## config.mk

```make
export PLATFORM = sky130hd
export DESIGN_NAME = code_merge
export DESIGN_NICKNAME = d
export VERILOG_FILES = /design/src/rtl/code_pkg.sv /design/src/rtl/hamming11_dec.sv /design/src/rtl/code_merge.sv
export SDC_FILE = /design/constraint.sdc
export NUM_CORES = 1
export LEC_CHECK = 0
export CAP_MARGIN = 40
export CELL_PAD_IN_SITES_DETAIL_PLACEMENT = 0
export CELL_PAD_IN_SITES_GLOBAL_PLACEMENT = 1
export CORE_ASPECT_RATIO = 1.75
export CORE_MARGIN = 5
export CORE_UTILIZATION = 42
export DETAILED_ROUTE_END_ITERATION = 16
export GPL_ROUTABILITY_DRIVEN = 0
export PLACE_DENSITY_LB_ADDON = 0.1
export RECOVER_POWER = 50
export SLEW_MARGIN = 20
export SYNTH_ARGS = -nofsm -noshare
export SYNTH_HDL_FRONTEND = slang
export SYNTH_SLANG_ARGS = --single-unit
export TNS_END_PERCENT = 100
```

## constraint.sdc

```tcl
create_clock -name clk -period 2.37 [get_ports clk]
set_input_delay 0.237 -clock clk [delete_from_list [all_inputs] [get_ports clk]]
set_output_delay 0.237 -clock clk [all_outputs]
set_load 0.005 [all_outputs]
```

## src/rtl/code_pkg.sv

```systemverilog
// Shared Hamming(11,7) serial-link definitions, used by both the encoder and
// the receiver (code_merge) sides.
//   BIT_CYCLES_DEF / SAMPLE_POINT_DEF : default serial timing
//   CODE_W / DATA_W                   : codeword and payload widths
//   state_e                           : receiver state machine encoding
//   PARITY_POS / DATA_POS             : Hamming positions (1-based)
//   SYN_MASK                          : per-syndrome-bit masks over codeword bits
package code_pkg;

  localparam int unsigned BIT_CYCLES_DEF   = 16;
  localparam int unsigned SAMPLE_POINT_DEF = 7;

  localparam int unsigned CODE_W = 11;
  localparam int unsigned DATA_W = 7;

  typedef enum logic [1:0] {
    IDLE   = 2'd0,
    SHIFT  = 2'd1,
    DECODE = 2'd2
  } state_e;

  localparam int unsigned PARITY_POS [4]      = '{1, 2, 4, 8};
  localparam int unsigned DATA_POS   [DATA_W] = '{3, 5, 6, 7, 9, 10, 11};

  // Codeword bit i is Hamming position i+1; mask b selects the bits whose
  // position has bit b set, so XOR-reducing under it gives syndrome bit b.
  localparam logic [CODE_W-1:0] SYN_MASK [4] = '{11'h555, 11'h666, 11'h078, 11'h780};

endpackage

```

## src/rtl/hamming11_dec.sv

```systemverilog
// Combinational Hamming(11,7) decoder.
//   code_in  : raw 11-bit codeword (bit i = position i+1)
//   data_out : 7 data bits (positions 3,5,6,7,9,10,11), corrected when possible
//   errfix   : syndrome in 1..11, the addressed bit was flipped back
//   errbad   : syndrome in 12..15, data passed through uncorrected
module hamming11_dec
  import code_pkg::*;
(
  input  logic [CODE_W-1:0] code_in,
  output logic [DATA_W-1:0] data_out,
  output logic              errfix,
  output logic              errbad
);

  logic [3:0]        syn;
  logic [CODE_W-1:0] fixed;

  for (genvar b = 0; b < 4; b++) begin : g_syn
    assign syn[b] = ^(code_in & SYN_MASK[b]);
  end

  always_comb begin
    fixed  = code_in;
    errfix = 1'b0;
    errbad = 1'b0;
    if (syn != 4'd0) begin
      if (syn <= 4'(CODE_W)) begin
        fixed  = code_in ^ (11'd1 << (syn - 4'd1));
        errfix = 1'b1;
      end else begin
        errbad = 1'b1;
      end
    end
  end

  for (genvar j = 0; j < DATA_W; j++) begin : g_data
    assign data_out[j] = fixed[DATA_POS[j]-1];
  end

endmodule

```

## src/rtl/code_merge.sv

```systemverilog
// Serial Hamming(11,7) receiver: samples an LSB-first codeword framed by
// 'sending', then decodes it and publishes the result with a done pulse.
//   clk, reset : rising-edge clock, synchronous active-high reset
//   codein     : serial line, BIT_CYCLES clocks per bit
//   sending    : frame valid, a rising edge starts a frame (in IDLE only)
//   codeout    : last complete raw codeword
//   dataout    : corrected data of that word; errfix / errbad its status
//   done       : one-cycle pulse when the outputs above update
//   frame_err  : one-cycle pulse when sending drops before the last bit
//   busy       : receiver in SHIFT or DECODE
module code_merge
  import code_pkg::*;
#(
  parameter int unsigned BIT_CYCLES   = BIT_CYCLES_DEF,
  parameter int unsigned SAMPLE_POINT = SAMPLE_POINT_DEF
) (
  input  logic              clk,
  input  logic              reset,
  input  logic              codein,
  input  logic              sending,
  output logic [CODE_W-1:0] codeout,
  output logic [DATA_W-1:0] dataout,
  output logic              done,
  output logic              errfix,
  output logic              errbad,
  output logic              frame_err,
  output logic              busy
);

  localparam int unsigned CNT_W = (BIT_CYCLES > 1) ? $clog2(BIT_CYCLES) : 1;

  state_e            state_q, state_d;
  logic [CNT_W-1:0]  cnt_q, cnt_d;
  logic [3:0]        idx_q, idx_d;
  logic [CODE_W-1:0] shift_q, shift_d;
  logic              sending_q, sending_d;
  logic [CODE_W-1:0] codeout_q, codeout_d;
  logic [DATA_W-1:0] dataout_q, dataout_d;
  logic              errfix_q, errfix_d;
  logic              errbad_q, errbad_d;
  logic              done_q, done_d;
  logic              ferr_q, ferr_d;

  logic [DATA_W-1:0] dec_data;
  logic              dec_fix, dec_bad;
  logic              sample;

  hamming11_dec u_dec (
    .code_in  (shift_q),
    .data_out (dec_data),
    .errfix   (dec_fix),
    .errbad   (dec_bad)
  );

  assign sample = (cnt_q == CNT_W'(SAMPLE_POINT));

  always_comb begin
    state_d   = state_q;
    cnt_d     = cnt_q;
    idx_d     = idx_q;
    shift_d   = shift_q;
    sending_d = sending;
    codeout_d = codeout_q;
    dataout_d = dataout_q;
    errfix_d  = errfix_q;
    errbad_d  = errbad_q;
    done_d    = 1'b0;
    ferr_d    = 1'b0;
    unique case (state_q)
      IDLE: begin
        if (sending && !sending_q) begin
          state_d = SHIFT;
          cnt_d   = '0;
          idx_d   = '0;
        end
      end
      SHIFT: begin
        if (sample) shift_d[idx_q] = codein;
        // Last-bit sample takes priority so a drop of sending on that very
        // edge still completes the frame.
        if (sample && idx_q == 4'(CODE_W - 1)) begin
          state_d = DECODE;
        end else if (!sending) begin
          state_d = IDLE;
          ferr_d  = 1'b1;
        end else if (cnt_q == CNT_W'(BIT_CYCLES - 1)) begin
          cnt_d = '0;
          idx_d = idx_q + 4'd1;
        end else begin
          cnt_d = cnt_q + 1'b1;
        end
      end
      DECODE: begin
        state_d   = IDLE;
        done_d    = 1'b1;
        codeout_d = shift_q;
        dataout_d = dec_data;
        errfix_d  = dec_fix;
        errbad_d  = dec_bad;
      end
      default: state_d = IDLE;
    endcase
  end

  always_ff @(posedge clk) begin
    if (reset) begin
      state_q   <= IDLE;
      cnt_q     <= '0;
      idx_q     <= '0;
      shift_q   <= '0;
      sending_q <= 1'b0;
      codeout_q <= '0;
      dataout_q <= '0;
      errfix_q  <= 1'b0;
      errbad_q  <= 1'b0;
      done_q    <= 1'b0;
      ferr_q    <= 1'b0;
    end else begin
      state_q   <= state_d;
      cnt_q     <= cnt_d;
      idx_q     <= idx_d;
      shift_q   <= shift_d;
      sending_q <= sending_d;
      codeout_q <= codeout_d;
      dataout_q <= dataout_d;
      errfix_q  <= errfix_d;
      errbad_q  <= errbad_d;
      done_q    <= done_d;
      ferr_q    <= ferr_d;
    end
  end

  assign codeout   = codeout_q;
  assign dataout   = dataout_q;
  assign errfix    = errfix_q;
  assign errbad    = errbad_q;
  assign done      = done_q;
  assign frame_err = ferr_q;
  assign busy      = (state_q != IDLE);

endmodule

```

# Word-level counts from Yosys, hierarchy flattened
# Cells that the tools add are included.
# word_totals
mem_count	0
input_bits	4
register_bits	44
mem_bits_rw	0
latch_bits	0
output_inout_bits	23
mem_bits_ro	0
word_cells	71
# op_classes
n_shift	1
n_mux	24
reduce_logical	17
n_bitwise	2
mul	0
add_sub_neg	3
div_mod_pow	0
n_eq_ne	10
n_lt_le_gt_ge	3
# op_table
op	n
$reduce_xor A11 Y1	4
$mux W4	7
$mux W11	2
$pmux W4 S2	2
$bwmux W11	1
$shl A1 B4 Y11 const A	1
$xor A11 B11 Y11	1
$add A4 B1 Y4 const B	2
$eq A4 B4 Y1 const B	2
$ne A2 B2 Y1 const B	4
$mux W1	7
$mux W2	3
$lt A4 B5 Y1 const B	1
$reduce_and A5 Y1	1
$demux W1 S4	1
$eq A4 B3 Y1 const B	1
$ge A4 B1 Y1 const B	1
$le A4 B4 Y1 const B	1
$pmux W2 S2	1
$reduce_and A2 Y1	2
$reduce_and A4 Y1	1
$reduce_bool A2 Y1	2
$reduce_bool A4 Y1	1
$sub A4 B1 Y4 const B	1
8 further kinds	10

# Longest topological paths before layout
# Gate-level depths: netlist (run 1).
# logic_depth
depth_word	6
ltp_mapped	7
mapped_depth_nobuf	7

# By module
# From an unflattened synthesis (run 1), not the netlist that was laid out.
# unflattened
hier_cells	272
area_unflattened_um2	2222.1
# modules_own_cells
module	cells_per_inst	n_inst	area_each_um2
code_merge	215	1	1819.2
hamming11_dec	57	1	402.9

# Worst setup path after synthesis (run 1)
# OpenSTA, ideal clock, no wires.
# synth_timing
kind	reg2reg
startpoint	reg idx_q[0]
endpoint	reg cnt_q[3]
period_less_slack_ps	1788
path_stages_with_launch	8
slack_ps	582
required_time_ps	2292
path_buffers	0
setup_ps	78
arrival_ps	1710
path_cell_list	dfxtp_1 > inv_1 > ha_1 > and4b_1 > a211oi_1 > nand4_1 > xor2_1 > nor3_1
# synth_via
elab_chain_len	4
# synth_rtl
element	line_no	text
start, declared	code_merge.sv:34	logic [3:0] idx_q, idx_d;
start signal, assigned	code_merge.sv:121	idx_q <= idx_d;
$eq A4 B4 Y1	code_merge.sv:81	if (sample && idx_q == 4'(CODE_W - 1)) begin
$logic_and A1 B1 Y1	code_merge.sv:81	
$ne A2 B2 Y1 (no line)	--	
$reduce_and A4 Y1 (no line)	--	
end signal, assigned	code_merge.sv:120	cnt_q <= cnt_d;
end, declared	code_merge.sv:33	logic [CNT_W-1:0] cnt_q, cnt_d;
# Every way passes these cells.
# A chain may end at the register's enable or synchronous reset.

# Worst setup path after layout (run 1)
# layout_timing
startpoint	reg shift_q[9]
endpoint	reg dataout_q[6], in the netlist dataout[6]
# layout_via
elab_chain_len	6
word_cells_on_any_way	9
classes_between	add/sub: 1; order compare: 1; shift: 1; mux: 2; bitwise: 1; reduce/logical: 3
# layout_rtl
element	line_no	text
start, declared	code_merge.sv:35	logic [CODE_W-1:0] shift_q, shift_d;
start signal, assigned	code_merge.sv:122	shift_q <= shift_d;
$reduce_xor A11 Y1	hamming11_dec.sv:19	assign syn[b] = ^(code_in & SYN_MASK[b]);
$sub A4 B1 Y4	hamming11_dec.sv:28	fixed = code_in ^ (11'd1 << (syn - 4'd1));
$shl A1 B4 Y11	hamming11_dec.sv:28	
$xor A11 B11 Y11	hamming11_dec.sv:28	
$mux W11	hamming11_dec.sv:27	if (syn <= 4'(CODE_W)) begin
$mux W11 *	hamming11_dec.sv:26	if (syn != 4'd0) begin
end signal, assigned	code_merge.sv:125	dataout_q <= dataout_d;
end, declared	code_merge.sv:38	logic [DATA_W-1:0] dataout_q, dataout_d;
# Mark *: on every way between the ends. The rest lies on a longest branch, timed or not.

==> results of run 1 <==
==> metrics by stage <==
step | hold slack (ns) | cells | utilization | instance area [sq um] | total power [mW]
floorplan | 0.314 | 229 | - | 2100 | 0.804
global placement | 0.442 | 300 | 0.488 | 2410 | 0.831
detailed placement | 0.446 | 300 | 0.488 | 2410 | 0.830
CTS | 0.458 | 308 | 0.510 | 2520 | 1.40
global route | 0.474 | 308 | 0.508 | 2510 | 1.45
finish | 0.451 | 308 | 0.508 | 2510 | 1.37
==> state kept, by name, indices dropped and copies added, names as in the netlist <==
| name | count |
|---|---|
| codeout | 11 |
| shift_q | 11 |
| dataout | 7 |
| cnt_q | 4 |
| idx_q | 4 |
| state_q | 2 |
| done | 1 |
| errbad | 1 |
| errfix | 1 |
| frame_err | 1 |
| sending_q | 1 |
==> cells by family (layout without fill, tap and decap cells) <==
logic type / count (synthesis) / in the layout / share of synthesized area
flops: 44 / 44 / 0.419
mux: 11 / 11 / 0.0524
compound gates: 28 / 28 / 0.0809
simple gates: 98 / 98 / 0.244
xor+xnor: 25 / 25 / 0.136
fa+ha+maj: 5 / 5 / 0.0297
buf+inv: 18 / 43 / 0.0387
==> synth_stat cells, types with 2 or more instances <==
cell / n / area share
sky130_fd_sc_hd__dfxtp_1: 44 / 0.42
sky130_fd_sc_hd__nand2_1: 26 / 0.046
sky130_fd_sc_hd__nor2_1: 26 / 0.046
sky130_fd_sc_hd__a21oi_1: 16 / 0.038
sky130_fd_sc_hd__nand3_1: 13 / 0.031
sky130_fd_sc_hd__clkbuf_1: 12 / 0.021
sky130_fd_sc_hd__xnor2_1: 12 / 0.050
sky130_fd_sc_hd__mux2i_1: 11 / 0.052
sky130_fd_sc_hd__a211oi_1: 8 / 0.029
sky130_fd_sc_hd__nor2b_1: 7 / 0.021
sky130_fd_sc_hd__xor2_1: 7 / 0.029
sky130_fd_sc_hd__ha_1: 5 / 0.030
sky130_fd_sc_hd__nand2b_1: 4 / 0.012
sky130_fd_sc_hd__nand4_1: 4 / 0.012
sky130_fd_sc_hd__nor3_1: 3 / 0.0071
sky130_fd_sc_hd__xnor2_2: 3 / 0.023
sky130_fd_sc_hd__and4b_1: 2 / 0.0095
sky130_fd_sc_hd__buf_2: 2 / 0.0048
sky130_fd_sc_hd__inv_1: 2 / 0.0036
sky130_fd_sc_hd__nand4b_1: 2 / 0.0083
sky130_fd_sc_hd__nor4_2: 2 / 0.012
sky130_fd_sc_hd__or2_2: 2 / 0.0059
==> layer usage <==
| metal | global-route usage | part of all wire |
|---|---|---|
| met1 | 0.189 | 0.44 |
| met2 | 0.257 | 0.50 |
| met5 | 0 | 0 |
| met3 | 0.0336 | 0.034 |
| met4 | 0.0579 | 0.019 |
==> worst reg2reg max path, stage by stage, from the launching register on <==
cell	delay [ns]
sky130_fd_sc_hd__dfxtp_1	0.47
sky130_fd_sc_hd__xor2_1	0.18
sky130_fd_sc_hd__xnor3_2	0.52
sky130_fd_sc_hd__nor4_2	0.32
sky130_fd_sc_hd__xnor2_1	0.09
sky130_fd_sc_hd__a211oi_1	0.22
==> cell usage in the layout, fill, tap and decap left out, types with 2 or more instances in the layout <==
cell type and instances:
sky130_fd_sc_hd__dfxtp_1 44, sky130_fd_sc_hd__nor2_1 26, sky130_fd_sc_hd__nand2_1 26, sky130_fd_sc_hd__dlygate4sd3_1 23, sky130_fd_sc_hd__a21oi_1 16, sky130_fd_sc_hd__nand3_1 13
sky130_fd_sc_hd__xnor2_1 12, sky130_fd_sc_hd__mux2i_1 11, sky130_fd_sc_hd__a211oi_1 8, sky130_fd_sc_hd__nor2b_1 7, sky130_fd_sc_hd__xor2_1 7, sky130_fd_sc_hd__ha_1 5
sky130_fd_sc_hd__clkbuf_8 5, sky130_fd_sc_hd__nand2b_1 4, sky130_fd_sc_hd__nand4_1 4, sky130_fd_sc_hd__clkbuf_1 4, sky130_fd_sc_hd__buf_4 4, sky130_fd_sc_hd__xnor2_2 3
sky130_fd_sc_hd__nor3_1 3, sky130_fd_sc_hd__clkdlybuf4s50_1 3, sky130_fd_sc_hd__or2_2 2, sky130_fd_sc_hd__inv_1 2, sky130_fd_sc_hd__nor4_2 2, sky130_fd_sc_hd__and4b_1 2
sky130_fd_sc_hd__nand4b_1 2
==> how the worst max path moves through the flow <==
stage               cells after the start                      end  slack, ns                startpoint
finish                                  5  dataout[6]$_SDFFE_PP0P_       0.49   shift_q[9]$_SDFFE_PP0P_
global route                            5  dataout[6]$_SDFFE_PP0P_       0.27   shift_q[9]$_SDFFE_PP0P_
global placement                        5  dataout[6]$_SDFFE_PP0P_       0.53  shift_q[10]$_SDFFE_PP0P_
CTS                                     5  dataout[5]$_SDFFE_PP0P_       0.45  shift_q[10]$_SDFFE_PP0P_
detailed placement                      5  dataout[5]$_SDFFE_PP0P_       0.48  shift_q[10]$_SDFFE_PP0P_
floorplan                               7    cnt_q[3]$_SDFFE_PP0P_       0.58     idx_q[0]$_SDFFE_PP0P_
==> cell type report <==
cell class | instances | area (sq um)
multi-input combinational | 167 | 1140
tap | 54 | 67.6
inverter | 2 | 7.51
fill | 492 | 2430
clock inverter | 2 | 35.0
clock buffer | 6 | 72.6
sequential | 44 | 881
timing repair buffer | 33 | 302
==> where the power goes <==
part	leakage, nW	internal [mW]	switching, mW
clock	0.0552	0.313	0.252
combinational	0.620	0.0245	0.0353
sequential	0.355	0.744	0.00625
total	1.03	1.08	0.294
==> impl_table.tex, run 1 <==
\begin{tabular}{lr}
\hline
Metric & Value \\
\hline
\multicolumn{2}{l}{\textbf{Routing}} \\
\quad Total number of vias & 1582 \\
\quad Via-to-Cell Ratio & 5.14 \\
\quad Routed Antenna Nets & 0 \\
\quad Number of DRC markers after the initial detailed-route iteration & 67 \\
\quad DR WL/cell & 14.8 um \\
\quad DRC violations left & 0 \\
\quad Total Routed Length & 4.56 mm \\
\quad Length of the first detailed-routing pass in iterations & 4 \\
\multicolumn{2}{l}{\textbf{Worst setup path}} \\
\quad Required time of the critical path & 2.58 ns \\
\quad Worst Setup Path Type & flop to flop \\
\quad Worst R2R End & dataout[6]\$\_SDFFE\_PP0P\_ \\
\quad Largest stage delay, worst path & 0.52 ns \\
\quad Worst path top cell family by delay & XOR/XNOR gates \\
\quad Critical path buffer and inverter count & 0 \\
\quad Cells traversed along the worst timing path & xor2\_1, xnor3\_2, nor4\_2, xnor2\_1, a211oi\_1 \\
\quad Worst r2r path cells & 5 \\
\quad Nature of the critical path endpoint & flop \\
\quad Slowest library cell on the worst path & sky130\_fd\_sc\_hd\_\_xnor3\_2 \\
\quad Worst-path maximum fanout & 8 \\
\quad Reg-to-reg setup timing slack & 0.49 ns \\
\quad Startpoint class of the critical path & flop \\
\quad Arrival time of the worst setup path & 2.09 ns \\
\quad Worst reg2reg startpoint & shift\_q[9]\$\_SDFFE\_PP0P\_ \\
\multicolumn{2}{l}{\textbf{STA}} \\
\quad Remaining max-slew budget at the tightest pin & 0.530 \\
\quad Post-layout minimum cycle time & 1.88 ns \\
\quad Count of endpoints failing hold in the final timing report & 0 \\
\quad Final max-slew violation count & 0 \\
\quad RSZ-0062 raised after global routing & no \\
\quad Worst Max-Slew Pin Slew & 0.702 ns \\
\quad Upper clock frequency limit & 532 MHz \\
\quad Worst-case setup margin in the final layout & 0.491 ns \\
\quad Post-Route Skew & 0.00580 ns \\
\quad Sum of negative setup slack & 0 ns \\
\quad Fin crit share & 0.793 \\
\quad Total of endpoints with negative setup slack in the final report & 0 \\
\multicolumn{2}{l}{\textbf{Die}} \\
\quad Total number of placement rows & 34 \\
\quad Die X & 63.5 um \\
\quad Area enclosed by the die boundary & 6580 sq um \\
\quad Floorplan die height & 104 um \\
\quad Initial standard-cell utilization of the core & 0.426 \\
\quad CORE AREA & 4930 sq um \\
\quad Top Ports & 27 \\
\multicolumn{2}{l}{\textbf{CTS}} \\
\quad \# clock sinks & 44 \\
\quad Maximum level of the CTS H-tree & 2 \\
\quad Post-CTS Setup Repair Bufs & 0 \\
\quad TritonCTS clock tree & done \\
\quad Maximum root-to-sink buffer count & 2 \\
\quad Count of instances resized after the clock tree is built & 0 \\
\quad Clock network latency to the later pin of the worst-skew pair & 0.30 ns \\
\quad Clock buffers created by TritonCTS & 5 \\
\quad Hold\_buf cts & 0 \\
\quad Buffer cell driving the clock tree root & sky130\_fd\_sc\_hd\_\_clkbuf\_8 \\
\quad Clock Pin Slew Worst Setup and Hold Paths & 0.08 ns \\
\multicolumn{2}{l}{\textbf{Yosys}} \\
\quad Distinct cell type count after synthesis & 38 \\
\quad Cell area after technology mapping & 2100 sq um \\
\quad Number of synthesized flops with an enable pin & 0 \\
\quad Proportion of synthesized flip-flops having asynchronous set or reset & 0 \\
\quad Sequential-to-total area share from yosys stat & 0.419 \\
\quad Average cell area after synthesis & 9.18 sq um \\
\quad Number of instances in the synthesized netlist & 229 \\
\quad \#FFs+latches synth & 44 \\
\quad Synthesized Nets & 238 \\
\quad Primary flip-flop cell chosen by synthesis mapping & sky130\_fd\_sc\_hd\_\_dfxtp\_1 \\
\quad Synthesis Warnings & 0 \\
\multicolumn{2}{l}{\textbf{Global route}} \\
\quad Pin count of the biggest net entering global routing & 27 \\
\quad Via count of the first global-routing pass & 1612 \\
\quad First-pass GRT wire length & 8.07 mm \\
\quad Initial antenna violation count & 0 \\
\quad Grt total ovfl & 0 \\
\quad Tot GR Track Use & 0.154 \\
\multicolumn{2}{l}{\textbf{Outcome}} \\
\quad Status & finished clean \\
\multicolumn{2}{l}{\textbf{Pwr}} \\
\quad Largest vdd supply drop & 0.000452 V \\
\quad Leakage power summed over all cells & 1.03 nW \\
\quad PwrDens & 549 nW/um\^{}2 \\
\multicolumn{2}{l}{\textbf{Placement}} \\
\quad Placement Setup Slack & 0.484 ns \\
\quad Estimated wirelength of the detail-placed design & 3.34 mm \\
\quad IO buf count & 26 \\
\multicolumn{2}{l}{\textbf{Run}} \\
\quad MaxCap Viol Count & 0 \\
\multicolumn{2}{l}{\textbf{Final layout}} \\
\quad Number of antenna repair diodes & 0 \\
\quad Layout overhead on the synthesized area & 19.2\% \\
\quad Count of nets after finishing & 262 \\
\quad Share of final-layout standard cells stronger than drive strength 1 & 0.0787 \\
\multicolumn{2}{l}{\textbf{Min path}} \\
\quad Path category of the worst min-delay check & flop to flop \\
\quad Worst hold stages & 2 \\
\quad Hold-critical path endpoint & codeout[1]\$\_SDFFE\_PP0P\_ \\
\quad Start point of the worst min-delay path & codeout[1]\$\_SDFFE\_PP0P\_ \\
\hline
\end{tabular}
No activity file was read; power rests on OpenSTA's default activity.
==> run 2: changes to the inputs <==
- CORE_UTILIZATION: 42 -> 37
- clock period: 2.37 -> 1.5 ns (I/O delays scaled with it)
==> run 2 against run 1 <==
Net effect: the run now ends with setup timing left; combinational power increased by 130%; routed wire length grew 12%; die area rose by 12%; sequential share of layout area fell by 5.9 points; count of clock-buffer cells in the layout decreased by 1; non-clock buffer count grew 41; worst hold slack improved by 0.0051 ns; critical endpoint is now dataout[5]$_SDFFE_PP0P_.
==> impl_table.tex, run 2 (same netlist as run 1, synthesis figures left out) <==
\begin{tabular}{lr}
\hline
Metric & Value \\
\hline
\multicolumn{2}{l}{\textbf{Die}} \\
\quad Total number of placement rows & 36 \\
\quad Die X & 67.0 um \\
\quad CORE AREA & 5540 sq um \\
\quad Floorplan die height & 110 um \\
\quad Area enclosed by the die boundary & 7350 sq um \\
\quad Initial standard-cell utilization of the core & 0.380 \\
\quad Top Ports & 27 \\
\multicolumn{2}{l}{\textbf{CTS}} \\
\quad \# clock sinks & 44 \\
\quad Buffer cell driving the clock tree root & sky130\_fd\_sc\_hd\_\_clkbuf\_8 \\
\quad Maximum root-to-sink buffer count & 2 \\
\quad Hold\_buf cts & 0 \\
\quad Maximum level of the CTS H-tree & 2 \\
\quad Clock Pin Slew Worst Setup and Hold Paths & 0.09 ns \\
\quad TritonCTS clock tree & done \\
\quad Clock network latency to the later pin of the worst-skew pair & 0.30 ns \\
\quad Clock buffers created by TritonCTS & 5 \\
\multicolumn{2}{l}{\textbf{Routing}} \\
\quad Routed Antenna Nets & 0 \\
\quad Routed wire length on met3 & 107 um \\
\quad Number of DRC markers after the initial detailed-route iteration & 61 \\
\quad Topmost layer with routed signal wires & met4 \\
\quad Length of the first detailed-routing pass in iterations & 4 \\
\quad Via-to-Cell Ratio & 4.82 \\
\quad Total number of vias & 1794 \\
\quad Total Routed Length & 5.13 mm \\
\quad DRC violations left & 0 \\
\quad DR WL/cell & 13.8 um \\
\quad Routed length on met1 & 2.24 mm \\
\quad Wire length on met2 & 2.66 mm \\
\multicolumn{2}{l}{\textbf{Min path}} \\
\quad Hold-critical path endpoint & codeout[5]\$\_SDFFE\_PP0P\_ \\
\quad Path category of the worst min-delay check & flop to flop \\
\quad Worst hold stages & 2 \\
\quad Start point of the worst min-delay path & codeout[5]\$\_SDFFE\_PP0P\_ \\
\multicolumn{2}{l}{\textbf{STA}} \\
\quad Worst-case setup margin in the final layout & -0.259 ns \\
\quad Worst Max-Slew Pin Slew & 0.498 ns \\
\quad Total of endpoints with negative setup slack in the final report & 8 \\
\quad Count of endpoints failing hold in the final timing report & 0 \\
\quad Upper clock frequency limit & 568 MHz \\
\quad Final max-slew violation count & 0 \\
\quad Remaining max-slew budget at the tightest pin & 0.668 \\
\quad RSZ-0062 raised after global routing & yes \\
\quad Fin crit share & 1.17 \\
\quad Post-Route Skew & 0.00455 ns \\
\quad Post-layout minimum cycle time & 1.76 ns \\
\multicolumn{2}{l}{\textbf{Global route}} \\
\quad Grt total ovfl & 0 \\
\quad First-pass GRT wire length & 8.59 mm \\
\quad Pin count of the biggest net entering global routing & 27 \\
\quad Tot GR Track Use & 0.156 \\
\quad Via count of the first global-routing pass & 1772 \\
\quad Initial antenna violation count & 0 \\
\multicolumn{2}{l}{\textbf{Pwr}} \\
\quad Largest vdd supply drop & 0.000649 V \\
\quad Sum of internal, switching and leakage power & 2.09 mW \\
\quad PwrDens & 680 nW/um\^{}2 \\
\quad Leakage power summed over all cells & 1.24 nW \\
\multicolumn{2}{l}{\textbf{Final layout}} \\
\quad Leading cell type in the layout, fill and taps excluded & sky130\_fd\_sc\_hd\_\_buf\_4 \\
\quad Layout overhead on the synthesized area & 46.0\% \\
\quad Share of final-layout standard cells stronger than drive strength 1 & 0.314 \\
\quad Number of antenna repair diodes & 0 \\
\quad Non-filler cells in the finished layout & 372 \\
\quad Count of nets after finishing & 304 \\
\quad Commonest cells after routing, fill and taps aside & 42 x sky130\_fd\_sc\_hd\_\_buf\_4, 35 x sky130\_fd\_sc\_hd\_\_dfxtp\_1, 26 x sky130\_fd\_sc\_hd\_\_nand2\_1 \\
\multicolumn{2}{l}{\textbf{Placement}} \\
\quad Number of instances in the placed design & 357 \\
\quad Estimated wirelength of the detail-placed design & 3.63 mm \\
\quad Placement Setup Slack & -0.308 ns \\
\quad IO buf count & 26 \\
\multicolumn{2}{l}{\textbf{Worst setup path}} \\
\quad Worst r2r path cells & 5 \\
\quad Worst-path maximum fanout & 8 \\
\quad Startpoint class of the critical path & flop \\
\quad Worst reg2reg startpoint & shift\_q[2]\$\_SDFFE\_PP0P\_ \\
\quad Worst Setup Path Type & flop to flop \\
\quad Required time of the critical path & 1.72 ns \\
\quad Slowest library cell on the worst path & sky130\_fd\_sc\_hd\_\_xnor3\_2 \\
\quad Critical path buffer and inverter count & 0 \\
\quad Arrival time of the worst setup path & 1.98 ns \\
\quad Nature of the critical path endpoint & flop \\
\quad Largest stage delay, worst path & 0.45 ns \\
\quad Reg-to-reg setup timing slack & -0.26 ns \\
\quad Cells traversed along the worst timing path & xnor2\_4, xnor3\_2, nor4\_2, xnor2\_1, a211oi\_1 \\
\quad Worst R2R End & dataout[5]\$\_SDFFE\_PP0P\_ \\
\quad Worst path top cell family by delay & XOR/XNOR gates \\
\quad Worst setup path startpoint & shift\_q[2]\$\_SDFFE\_PP0P\_ \\
\multicolumn{2}{l}{\textbf{Outcome}} \\
\quad Status & complete, but fails checks \\
\quad Failing checks & setup timing \\
\multicolumn{2}{l}{\textbf{Run}} \\
\quad MaxCap Viol Count & 0 \\
\hline
\end{tabular}
[run 2: per-layer routing]
metal  GRT usage  vias up
li1            -      910
met1       0.189      849
met5           0        -
met2       0.269       27
met4      0.0682        0
met3      0.0245        8
[run 2: through the flow]
| step | hold slack [ns] | TNS [ns] | util | instance area (sq um) |
|---|---|---|---|---|
| after floorplan | 0.227 | -1.20 | - | 2160 |
| after global placement | 0.443 | -2.03 | 0.499 | 2770 |
| after detailed placement | 0.449 | -2.79 | 0.499 | 2770 |
| after CTS | 0.463 | -1.50 | 0.544 | 3010 |
| after global routing | 0.479 | -2.64 | 0.554 | 3070 |
| final | 0.456 | -1.45 | 0.554 | 3070 |
[run 2: worst max path at each step]
stage	endpoint	cells past startpoint
2_1_floorplan	dataout[0]$_SDFFE_PP0P_	6
3_3_place_gp	dataout[5]$_SDFFE_PP0P_	5
3_5_place_dp	dataout[5]$_SDFFE_PP0P_	5
4_1_cts	dataout[5]$_SDFFE_PP0P_	5
5_1_grt	dataout[5]$_SDFFE_PP0P_	5
6_report	dataout[5]$_SDFFE_PP0P_	5
[run 2: power by group]
group	internal, mW	switching (mW)	leakage (nW)
logic	0.0660	0.0703	0.844
registers	1.17	0.00682	0.361
clock network	0.330	0.445	0.0404
[run 2: repair_timing]
item | in CTS | in global routing
gates cloned | 1 | 0
endpoints found under the setup margin | 24 | 22
setup buffers | 5 | 1
resized for setup | 31 | 12
pin swaps | 17 | 10
[run 2: worst reg2reg max path, cell delays in order, from the launching register on]
cell and delay (ns):
sky130_fd_sc_hd__dfxtp_1 0.43, sky130_fd_sc_hd__xnor2_4 0.15, sky130_fd_sc_hd__xnor3_2 0.45, sky130_fd_sc_hd__nor4_2 0.35, sky130_fd_sc_hd__xnor2_1 0.10, sky130_fd_sc_hd__a211oi_1 0.21
[run 2: area by class of cell]
type | count | area, sq um
fillers | 536 | 2470
multi-input cells | 168 | 1340
flip-flops and latches | 44 | 900
repair buffers | 74 | 639
well taps | 76 | 95.1
clock buffers | 5 | 68.8
clock inverters | 3 | 23.8
inverters | 2 | 7.51
==> run 3: changes to the inputs <==
- HOLD_SLACK_MARGIN: default -> 0.06
==> results of run 3 <==
The final DEF is identical to that of run 2; final timing and power are the same.
